==> src/rtl/memory_stage_pkg.sv <==
// Shared pipeline definitions: load/store kind encodings and memory-stage FSM states.
package memory_stage_pkg;

    typedef enum logic [2:0] {
        LD_NONE = 3'd0,
        LD_LB   = 3'd1,
        LD_LH   = 3'd2,
        LD_LW   = 3'd3,
        LD_LBU  = 3'd4,
        LD_LHU  = 3'd5
    } load_e;

    typedef enum logic [1:0] {
        ST_NONE = 2'd0,
        ST_SB   = 2'd1,
        ST_SH   = 2'd2,
        ST_SW   = 2'd3
    } store_e;

    typedef enum logic {
        S_IDLE     = 1'b0,
        S_WAIT_ACK = 1'b1
    } state_e;

    // A store wins over a simultaneous load; unused load codes decode to none.
    function automatic load_e decode_load(input logic [2:0] ld_raw, input logic [1:0] st_raw);
        load_e ld;
        ld = LD_NONE;
        if (st_raw == 2'd0) begin
            case (ld_raw)
                3'd1, 3'd2, 3'd3, 3'd4, 3'd5: ld = load_e'(ld_raw);
                default:                      ld = LD_NONE;
            endcase
        end
        return ld;
    endfunction

endpackage

==> src/rtl/memory_stage_load_formatter.sv <==
// Combinational load data formatter: lane select plus sign/zero extension of the read word.
module load_formatter
    import memory_stage_pkg::*;
(
    input  load_e       info_load,
    input  logic [1:0]  addr_lo,
    input  logic [31:0] rdata,
    output logic [31:0] data
);

    logic [7:0]  byte_sel;
    logic [15:0] half_sel;

    always_comb begin
        byte_sel = '0;
        case (addr_lo)
            2'd0: byte_sel = rdata[7:0];
            2'd1: byte_sel = rdata[15:8];
            2'd2: byte_sel = rdata[23:16];
            2'd3: byte_sel = rdata[31:24];
            default: byte_sel = '0;
        endcase
        half_sel = addr_lo[1] ? rdata[31:16] : rdata[15:0];
    end

    always_comb begin
        data = '0;
        case (info_load)
            LD_LB:   data = {{24{byte_sel[7]}}, byte_sel};
            LD_LBU:  data = {24'd0, byte_sel};
            LD_LH:   data = {{16{half_sel[15]}}, half_sel};
            LD_LHU:  data = {16'd0, half_sel};
            LD_LW:   data = rdata;
            default: data = '0;
        endcase
    end

endmodule

==> src/rtl/memory_stage.sv <==
// Pipeline memory stage: issues one data-memory request at a time and formats the writeback.
module memory_stage
    import memory_stage_pkg::*;
(
    input  logic        clk,
    input  logic        rst_n,
    input  logic        valid_in,
    input  logic [31:0] alu_result,
    input  logic [31:0] rs2E,
    input  logic        write_regE,
    input  logic [2:0]  info_loadE,
    input  logic [1:0]  info_storeE,
    input  logic [4:0]  dstreg_addrE,
    output logic        busy,
    output logic        dmem_req,
    output logic        dmem_we,
    output logic [31:0] dmem_addr,
    output logic [31:0] dmem_wdata,
    output logic [3:0]  dmem_be,
    input  logic        dmem_ack,
    input  logic [31:0] dmem_rdata,
    output logic        valid_out,
    output logic        wb_we,
    output logic [4:0]  wb_addr,
    output logic [31:0] wb_data,
    output logic        misalign_err
);

    state_e      state_q;
    logic        dmem_req_q, dmem_we_q;
    logic [31:0] dmem_addr_q, dmem_wdata_q;
    logic [3:0]  dmem_be_q;
    logic        valid_out_q, wb_we_q, misalign_q;
    logic [4:0]  wb_addr_q;
    logic [31:0] wb_data_q;
    load_e       ld_q;
    logic [1:0]  off_q;
    logic        load_wr_q;

    store_e      st_d;
    load_e       ld_d;
    logic        half_d, word_d, misalign_d, is_mem_d;
    logic [3:0]  be_d;
    logic [31:0] wdata_d;
    logic [31:0] fmt_data;

    always_comb begin
        st_d       = store_e'(info_storeE);
        ld_d       = decode_load(info_loadE, info_storeE);
        half_d     = (st_d == ST_SH) || (ld_d == LD_LH) || (ld_d == LD_LHU);
        word_d     = (st_d == ST_SW) || (ld_d == LD_LW);
        misalign_d = (half_d && alu_result[0]) || (word_d && (alu_result[1:0] != 2'b00));
        is_mem_d   = (st_d != ST_NONE) || (ld_d != LD_NONE);
        be_d       = '0;
        wdata_d    = '0;
        case (st_d)
            ST_SB: begin
                be_d    = 4'b0001 << alu_result[1:0];
                wdata_d = {4{rs2E[7:0]}};
            end
            ST_SH: begin
                be_d    = alu_result[1] ? 4'b1100 : 4'b0011;
                wdata_d = {2{rs2E[15:0]}};
            end
            ST_SW: begin
                be_d    = 4'b1111;
                wdata_d = rs2E;
            end
            default: begin
                be_d    = '0;
                wdata_d = '0;
            end
        endcase
    end

    load_formatter u_load_formatter (
        .info_load (ld_q),
        .addr_lo   (off_q),
        .rdata     (dmem_rdata),
        .data      (fmt_data)
    );

    always_ff @(posedge clk or negedge rst_n) begin
        if (!rst_n) begin
            state_q      <= S_IDLE;
            dmem_req_q   <= 1'b0;
            dmem_we_q    <= 1'b0;
            dmem_addr_q  <= '0;
            dmem_wdata_q <= '0;
            dmem_be_q    <= '0;
            valid_out_q  <= 1'b0;
            wb_we_q      <= 1'b0;
            misalign_q   <= 1'b0;
            wb_addr_q    <= '0;
            wb_data_q    <= '0;
            ld_q         <= LD_NONE;
            off_q        <= '0;
            load_wr_q    <= 1'b0;
        end else begin
            valid_out_q <= 1'b0;
            wb_we_q     <= 1'b0;
            misalign_q  <= 1'b0;
            case (state_q)
                S_IDLE: begin
                    if (valid_in) begin
                        wb_addr_q <= dstreg_addrE;
                        if (is_mem_d && !misalign_d) begin
                            state_q      <= S_WAIT_ACK;
                            dmem_req_q   <= 1'b1;
                            dmem_we_q    <= (st_d != ST_NONE);
                            dmem_addr_q  <= {alu_result[31:2], 2'b00};
                            dmem_wdata_q <= wdata_d;
                            dmem_be_q    <= be_d;
                            ld_q         <= ld_d;
                            off_q        <= alu_result[1:0];
                            load_wr_q    <= write_regE && (ld_d != LD_NONE);
                        end else begin
                            // Misaligned memory ops retire like ALU ops but never write.
                            valid_out_q <= 1'b1;
                            wb_we_q     <= write_regE && !misalign_d;
                            wb_data_q   <= alu_result;
                            misalign_q  <= misalign_d;
                        end
                    end
                end
                S_WAIT_ACK: begin
                    if (dmem_ack) begin
                        state_q     <= S_IDLE;
                        dmem_req_q  <= 1'b0;
                        dmem_we_q   <= 1'b0;
                        valid_out_q <= 1'b1;
                        wb_we_q     <= load_wr_q;
                        wb_data_q   <= fmt_data;
                    end
                end
                default: state_q <= S_IDLE;
            endcase
        end
    end

    assign busy         = (state_q == S_WAIT_ACK);
    assign dmem_req     = dmem_req_q;
    assign dmem_we      = dmem_we_q;
    assign dmem_addr    = dmem_addr_q;
    assign dmem_wdata   = dmem_wdata_q;
    assign dmem_be      = dmem_be_q;
    assign valid_out    = valid_out_q;
    assign wb_we        = wb_we_q;
    assign wb_addr      = wb_addr_q;
    assign wb_data      = wb_data_q;
    assign misalign_err = misalign_q;

endmodule

==> config.mk <==
export PLATFORM = sky130hd
export DESIGN_NAME = memory_stage
export DESIGN_NICKNAME = d
export VERILOG_FILES = /design/src/rtl/memory_stage_pkg.sv /design/src/rtl/memory_stage_load_formatter.sv /design/src/rtl/memory_stage.sv
export SDC_FILE = /design/constraint.sdc
export NUM_CORES = 1
export LEC_CHECK = 0
export BUFFER_PORTS_ARGS = -buffer_cell sky130_fd_sc_hd__clkbuf_2
export CAP_MARGIN = 20
export CORE_MARGIN = 2
export CORE_UTILIZATION = 40
export CTS_BUF_LIST = sky130_fd_sc_hd__clkbuf_4 sky130_fd_sc_hd__clkbuf_8 sky130_fd_sc_hd__clkbuf_16
export DETAILED_ROUTE_END_ITERATION = 6
export PLACE_DENSITY_LB_ADDON = 0.25
export SYNTH_ARGS = -nofsm -noshare
export SYNTH_HDL_FRONTEND = slang
export SYNTH_HIERARCHICAL = 1
export SYNTH_SLANG_ARGS = --single-unit
==> constraint.sdc <==
create_clock -name clk -period 5.2 [get_ports clk]
set_input_delay 1.04 -clock clk [delete_from_list [all_inputs] [get_ports clk]]
set_output_delay 1.04 -clock clk [all_outputs]
set_load 0.03 [all_outputs]
==> key figures <==
Run status
  – Status: complete, no violations

Route
  – Total wire length: 18,200 um
  – Final ANT Viol Nets: 0
  – Vias per cell: 5.22
  – TritonRoute pass-1 iters: 4
  – DRC: 0
  – Initial DRC count: 214
  – Wire length per cell: 18.1 um
  – Vias post-DR: 5,272

Floorplan
  – Die Width: 132 um
  – Die Area: 17,500 um2
  – Site Rows: 46
  – Initial Util: 41.1%
  – Core ar.: 16,000 um2
  – Die height: 132 um
  – Top Ports: 222

Logic synthesis
  – Synth cell types: 59
  – Ys flop type: dfrtp_1
  – Synth area leaders: dfrtp_1 (44%), mux2_2 (9.1%), mux2_4 (6.6%)
  – Synth top area share: 43.7%
  – Number of synthesized flops with an enable pin: 0
  – Syn_area_per_cell: 11.4 um2
  – Number of synthesized register bits: 115
  – Mapped cell area: 6580 um2
  – Area leader, netlist: dfrtp_1
  – FFs w/ async S/R, synth: 100%
  – Synth Instances: 578
  – Synth warn: 6
  – Post-synthesis sequential area ratio: 43.7%

Final layout
  – Net count, final: 892
  – Finished Cell Area: 8280 um2
  – Reg area: 2880 um2
  – Fin util: 51.8%
  – Synth-to-layout area growth: 25.9%
  – N_diodes: 0
  – Multi-input gate area in the final layout: 3380 um2
  – Layout cell share with drive strength beyond 1: 46.0%
  – Layout filler cell count: 1,489

Power
  – Pwr dens: 516 nW/um2
  – Leak: 4.02 nW
  – Sw power: 1.74 mW
  – Clock share of power: 25.9%
  – Tot Pwr: 4.28 mW
  – Reg power frac: 32.7%
  – Sw Share: 40.6%
  – Worst vdd ir: 0.282 mV
  – Power share of the combinational group: 41.4%
  – Int Pwr: 2.54 mW

Min path
  – Min-delay worst type: reg -> reg

Setup path
  – CP Class: in -> reg
  – Req. time, crit path: 5.49 ns
  – Worst-path maximum fanout: 33
  – CP startpoint kind: input port
  – Crit end category: flip-flop
  – WP data arrival: 3.49 ns

Placed design
  – IO Port Bufs: 219
  – Post-DP HPWL: 13,500 um
  – RD Place Congestion: 0.865
  – Placed Area: 7710 um2

Job
  – Max_cap viols: 0

CTS
  – Number of buffers created by CTS: 17
  – # clock sinks: 115
  – Resized cells post-CTS: 0
  – Post-CTS setup buffer count: 0
  – CTS tree: yes
  – Clock root cell: clkbuf_16
  – Bufs on Longest Clock Path: 2
  – Clk slew on worst S/H paths: 0.05 ns
  – H-tree depth: 4
  – Post-CTS Hold Buffers: 0
  – Clk_lat worst skew: 0.42 ns

STA
  – Worst slew margin: 39.3%
  – Setup violators final: 0
  – Setup TNS: 0 ns
  – Hold Fails Final Rpt: 0
  – Max Fclk: 313 MHz
  – Final clock skew: 0.00612 ns
  – Worst Tran Pin Value: 0.911 ns
  – Fin. max-slew vios: 0
  – Period utilisation layout: 61.4%
  – Unrepaired setup endpoints after global routing: no
  – Final min period: 3.20 ns

Global route
  – Global-route usage over all layers: 21.2%
  – First-pass GRT wire length: 29,200 um
  – Initial antenna violation count: 0
  – Pin count of the biggest net entering global routing: 71
  – Vias in the first global route: 5,418
  – GRT overflow: 0
-- cell usage in the layout, fill, tap and decap left out, drive strengths merged, types with 2 or more instances in the layout --
| cell | count |
|---|---|
| o21a | 16 |
| a211oi | 2 |
| o31a | 2 |
| nand2 | 77 |
| a21boi | 10 |
| and2 | 2 |
| clkbuf | 238 |
| o21ai | 38 |
| o31ai | 2 |
| a2bb2oi | 6 |
| nor2b | 13 |
| dfrtp | 115 |
| a22o | 15 |
| buf | 8 |
| nor3b | 2 |
| mux2i | 11 |
| nand2b | 4 |
| nand3 | 2 |
| mux2 | 113 |
| nor3 | 2 |
| clkinv | 7 |
| o221ai | 5 |
| mux4 | 5 |
| o211ai | 6 |
| and2b | 2 |
| a21oi | 20 |
| o21bai | 2 |
| inv | 10 |
| nor2 | 14 |
| a21o | 3 |
| conb | 2 |
| o2bb2ai | 8 |
| clkinvlp | 3 |
| a22oi | 15 |
-- kinds of logic after synthesis --
| logic type | synth area share [%] |
|---|---|
| compound gates | 18.0 |
| mux | 24.5 |
| simple gates | 8.39 |
| flops | 43.7 |
| buf+inv | 5.15 |
| xor+xnor | 0.133 |
| other cells | 0.0570 |
-- worst max-delay path, cell delays in order --
cell and delay [ns]:
clkbuf_2 0.55, nor2b_2 0.21, o21bai_4 0.26, o31a_1 0.34, o21ai_4 0.11, buf_4 0.54, mux2_2 0.40
-- cells in the mapped netlist, types with 3 or more instances --
| cell type | instances |
|---|---|
| dfrtp_1 | 115 |
| nand2_1 | 73 |
| mux2_2 | 53 |
| o21ai_0 | 36 |
| mux2_1 | 31 |
| mux2_4 | 29 |
| a21oi_1 | 19 |
| clkbuf_1 | 16 |
| o21a_1 | 16 |
| a22o_1 | 15 |
| a22oi_1 | 15 |
| nor2_1 | 14 |
| mux2i_1 | 11 |
| nor2b_1 | 11 |
| a21boi_0 | 10 |
| buf_2 | 10 |
| buf_6 | 9 |
| inv_1 | 9 |
| o2bb2ai_1 | 8 |
| a2bb2oi_1 | 6 |
| o211ai_2 | 6 |
| o221ai_1 | 5 |
| buf_4 | 4 |
| nand2_2 | 4 |
| nand2b_1 | 4 |
| a21o_1 | 3 |
| buf_12 | 3 |
| mux4_2 | 3 |
-- path summary, 6_finish.rpt --
check	startpoint	end	slack, ns	depth (start not counted)
min in group asynchronous	rst_n	wb_data[18]	0.75	1
setup / recovery	info_storeE[1]	wb_data[11]	2.00	7
max in group asynchronous	rst_n	dmem_addr[16]	3.29	2
hold / removal	wb_addr[0]	wb_addr[0]	0.47	2
hold reg to reg	wb_addr[0]	wb_addr[0]	0.47	2
setup reg to reg	busy	dmem_wdata[3]	2.58	4
-- per-stage QoR --
| stage | hold WS, ns | cells | setup slack, ns |
|---|---|---|---|
| 4_1_cts | 0.476 | 1010 | 2.03 |
| 2_1_floorplan | 0.449 | 579 | 2.56 |
| 3_5_place_dp | 0.464 | 978 | 1.61 |
| 3_3_place_gp | 0.459 | 977 | 1.65 |
| 5_1_grt | 0.498 | 1010 | 1.90 |
| 6_report | 0.474 | 1010 | 2.00 |
-- registers in the layout, indices dropped and copies added, names as in the netlist --
register / count
dmem_wdata: 32
wb_data: 32
dmem_addr: 30
wb_addr: 5
dmem_be: 4
ld_q: 3
off_q: 2
busy: 1
dmem_req: 1
dmem_we: 1
load_wr_q: 1
misalign_err: 1
valid_out: 1
wb_we: 1
-- power by group through the flow --
| stage | clock (mW) | sequential (mW) | combinational (mW) |
|---|---|---|---|
| floorplan | 0 | 1.90 | 0.772 |
| global placement | 0 | 1.40 | 1.74 |
| detailed placement | 0 | 1.41 | 1.77 |
| CTS | 1.14 | 1.40 | 1.78 |
| global route | 1.18 | 1.44 | 1.88 |
| finish | 1.11 | 1.40 | 1.77 |
-- layout make-up --
type / count / share of cell area, %
multi-input cells: 412 / 40.8
flip-flops and latches: 115 / 34.8
repair buffers: 226 / 13.9
clock buffers: 20 / 5.56
well taps: 216 / 3.26
clock inverters: 12 / 1.30
inverters: 9 / 0.408
-- per-layer routing --
layer  wire length, um  GRT usage (%)
met5                 0              0
met4               282           6.45
met1              8090           27.9
met2              8800           34.8
met3              1060           5.23
No activity file was read; power rests on OpenSTA's default activity.
